--- config.mk ---
export PLATFORM = sky130hd
export DESIGN_NAME = reg_file_sb
export DESIGN_NICKNAME = d
export VERILOG_FILES = /design/src/rtl/reg_file_sb.sv
export SDC_FILE = /design/constraint.sdc
export NUM_CORES = 1
export LEC_CHECK = 0
export CORE_UTILIZATION = 45
export CTS_CLUSTER_SIZE = 10
export DETAILED_ROUTE_END_ITERATION = 8
export PLACE_DENSITY_LB_ADDON = 0.05
export SLEW_MARGIN = 20
export SYNTH_ARGS = -nofsm -noshare
export SYNTH_HDL_FRONTEND = slang
export SYNTH_SLANG_ARGS = --single-unit
--- constraint.sdc ---
create_clock -name clk -period 3.6 [get_ports clk]
set_clock_uncertainty 0.15 [all_clocks]
set_input_delay 0.36 -clock clk [delete_from_list [all_inputs] [get_ports clk]]
set_output_delay 0.36 -clock clk [all_outputs]
set_load 0.05 [all_outputs]
--- src/rtl/reg_file_sb.sv ---
// Two-write-port register file with pending-load scoreboard, optional bypass and optional zero register.
// Writes, locks and clears commit at the rising edge; reads are combinational; never stalls.
module reg_file_sb #(
  parameter int DATA_W   = 16,
  parameter int ADDR_W   = 4,
  parameter int BYPASS   = 1,
  parameter int ZERO_REG = 0
) (
  input  logic              clk,
  input  logic              reset,
  input  logic [ADDR_W-1:0] rs,
  input  logic [ADDR_W-1:0] rt,
  output logic [DATA_W-1:0] busA,
  output logic [DATA_W-1:0] busB,
  output logic              busyA,
  output logic              busyB,
  input  logic              regWr,
  input  logic [ADDR_W-1:0] rw,
  input  logic [DATA_W-1:0] busW,
  input  logic              regWr2,
  input  logic [ADDR_W-1:0] rw2,
  input  logic [DATA_W-1:0] busW2,
  input  logic              lock,
  input  logic [ADDR_W-1:0] lock_addr,
  output logic              collide
);
  localparam int DEPTH = 1 << ADDR_W;

  logic [DATA_W-1:0] regs_q [DEPTH];
  logic [DATA_W-1:0] regs_d [DEPTH];
  logic [DEPTH-1:0]  busy_q, busy_d;
  logic              collide_q, collide_d;

  logic we0, we1, lk;

  // With the zero register enabled, any access targeting register 0 is squashed here.
  always_comb begin
    we0 = regWr  && !((ZERO_REG != 0) && (rw == '0));
    we1 = regWr2 && !((ZERO_REG != 0) && (rw2 == '0));
    lk  = lock   && !((ZERO_REG != 0) && (lock_addr == '0));
  end

  always_comb begin
    regs_d    = regs_q;
    busy_d    = busy_q;
    collide_d = we0 && we1 && (rw == rw2);
    if (we1) regs_d[rw2] = busW2;
    if (we0) regs_d[rw]  = busW;
    if (we1) busy_d[rw2] = 1'b0;
    // A new lock issued alongside the returning load keeps the register pending.
    if (lk)  busy_d[lock_addr] = 1'b1;
  end

  always_ff @(posedge clk) begin
    if (reset) begin
      regs_q    <= '{default: '0};
      busy_q    <= '0;
      collide_q <= 1'b0;
    end else begin
      regs_q    <= regs_d;
      busy_q    <= busy_d;
      collide_q <= collide_d;
    end
  end

  always_comb begin
    busA  = regs_q[rs];
    busB  = regs_q[rt];
    busyA = busy_q[rs];
    busyB = busy_q[rt];
    if (BYPASS != 0) begin
      if (we1 && (rw2 == rs)) begin
        busA = busW2;
        if (!(lk && (lock_addr == rs))) busyA = 1'b0;
      end
      if (we0 && (rw == rs)) busA = busW;
      if (we1 && (rw2 == rt)) begin
        busB = busW2;
        if (!(lk && (lock_addr == rt))) busyB = 1'b0;
      end
      if (we0 && (rw == rt)) busB = busW;
    end
    if ((ZERO_REG != 0) && (rs == '0)) begin
      busA  = '0;
      busyA = 1'b0;
    end
    if ((ZERO_REG != 0) && (rt == '0)) begin
      busB  = '0;
      busyB = 1'b0;
    end
  end

  assign collide = collide_q;

endmodule

==> qor.csv <==
metric;value;unit
outcome;finished clean;
antenna_cells;0;
yosysSeqAreaShare;30.7;%
regToRegSetupSlack;2.60;ns
drc;0;
firstDrtPassIters;5;
maxSlewViolCount;0;
synth_edf_count;0;
antenna_found_initial;2;
vdd_drop_max;0.257;mV
synth_top_area_share;30.7;%
synth-async-reset-ratio;0;%
power_leakage;0.00756;µW
hold_viol_final;0;
avgSynthCellArea;9.49;µm²
initial_core_util;45.8;%
dp_hpwl;43000;µm
setup-tns-final;0;ns
area_growth;15.6;%
r2r_end;regs_q[131];
wirelength;67700;µm
synth_fp_nets;1931;
final_common_cell;mux2i_1;
drv_cap;0;
grt_first_pass_wirelength;102000;µm
io_pins;92;
gp_congestion;0.928;
fill_cells;3488;
routedWlPerCell;28.1;µm
worstSetupStartpoint;rt[0];
worstPathRequired;3.09;ns
synth_area_leaders;dfxtp_1, mux2i_1, mux4_2;
grt-ovfl-total;0;
cp-endpoint;busB[1];
cts_setup_buffers;0;
arrival;2.95;ns
finish.utilization;52.9;%
ctsResizeCount;0;
yosysUniqueCellTypes;47;
cts_buffer_depth;3;
die_x;201;µm
critPathKind;input port to primary output;
dieArea;40300;µm²
netlist_instances;1874;
final_cell_mix;mux2i_1, dfxtp_1, nor2_1, a211oi_1, buf_4;
final_cells;2415;
p_total;8080;µW
ant_nets;0;
fmax;0.289;GHz
grt_use_total;33.4;%
dieHeight;201;µm
grt_max_degree;86;
cts.clk_slew.worst_paths;0.05;ns
period_share;96.0;%
ys_warn_count;0;
coreArea;38800;µm²
port_buffers;91;
rows;72;
powerDensity;393;nW/µm²
worst_setup_path_start_kind;input port;
relSlewSlack;28.1;%
drt_iter0_drc;1699;
worstMarginPinSlew;1.07;ns
vias;15651;
hold_path.class;input port to register;
timing.rr.start;regs_q[131];
fin_crit;3.46;ns
numCtsBuffers;35;
nets;1938;
drive_gt1_share;19.4;%
synth_top_cell_by_area;dfxtp_1;
rsz0062_at_grt;no;
cts-hold-fix-buffers;0;
tritoncts;built;
h-tree-depth;2;
routed_via_density;6.48;
syn_area;17800;µm²
clk_latency;0.52;ns
cts.sinks;273;
yosys_most_used_dff;dfxtp_1;
grt_pass1_vias;15050;
setup_viol;0;
worstRegToRegCells;2;
cts-root-buf;clkbuf_16;
cp_max_fo;9;
dp.cells;2362;
ys_ff_latch;273;
cp-end-kind;primary output;
==> worst min path at each step <==
stage                  to  slack [ns]  startpoint  depth (start not counted)
2_1_floorplan   busy_q[9]        0.30   busy_q[9]                          2
3_3_place_gp   busy_q[10]        0.33  busy_q[10]                          2
3_5_place_dp   busy_q[11]        0.33  busy_q[11]                          2
4_1_cts         busy_q[6]        0.25       reset                          2
5_1_grt         busy_q[1]        0.26       reset                          2
6_report        busy_q[6]        0.28       reset                          2
==> cell usage after synthesis, drive strengths merged, types with 2 or more instances <==
cell and count:
nand2 108, nor3b 2, a21oi 10, or3 3
dfxtp 273, o21ai 99, nor3 4, nand3b 4
mux4 110, nor4 3, mux2 30, and3 36
nand3 29, xor2 19, inv 2, clkbuf 127
nand2b 4, xnor2 9, o21a 2, mux2i 300
nor2b 5, a22oi 6, o211ai 2, a211oi 240
buf 117, a221oi 30, nor2 281, a311oi 16
==> registers in the layout, indices dropped and copies added, names as in the netlist <==
register / flops
regs_q: 256
busy_q: 16
collide: 1
==> layer usage <==
layer	track usage, %	up-vias	routed length [µm]
li1	-	6983	-
met1	47.5	7758	29600
met2	49.9	789	30000
met3	6.20	119	5710
met4	13.4	2	2500
met5	0	-	13
==> cell type report <==
class / instances / area, µm² / area share [%]
clock buffer: 52 / 1070 / 5.22
clock inverter: 1 / 5.00 / 0.0244
inverter: 2 / 7.51 / 0.0365
multi-input combinational: 1355 / 11000 / 53.7
sequential: 273 / 5470 / 26.6
tap: 518 / 648 / 3.15
timing repair buffer: 214 / 2310 / 11.2
==> worst max-delay path, stage by stage <==
cell and delay [ns]:
clkdlybuf4s50_1 0.56, nor2_1 0.85, a221oi_1 0.36, buf_4 0.23, o21ai_0 0.11, and3_1 0.19
o21ai_1 0.11, buf_12 0.17
==> where the power goes <==
part           switching, µW  internal (µW)
Combinational            873            612
Sequential              72.9           3120
Clock                   1370           2030
==> kinds of logic after synthesis <==
| logic type | Yosys count | share of synthesized area, % |
|---|---|---|
| flip-flops | 273 | 30.7 |
| multiplexers | 440 | 32.8 |
| XOR/XNOR | 28 | 1.38 |
| AO/OA/AOI/OAI | 405 | 15.9 |
| AND/OR/NAND/NOR | 482 | 12.0 |
| buffers and inverters | 246 | 7.16 |
==> per-stage QoR <==
step | setup WS (ns) | instance area (µm²) | hold slack, ns
6_report | 0.142 | 20500 | 0.280
5_1_grt | 0.178 | 20500 | 0.263
4_1_cts | 0.216 | 20500 | 0.248
3_5_place_dp | 0.216 | 19500 | 0.334
3_3_place_gp | 0.226 | 19500 | 0.326
2_1_floorplan | 0.874 | 17800 | 0.305
(Power assumes the default switching activity.)
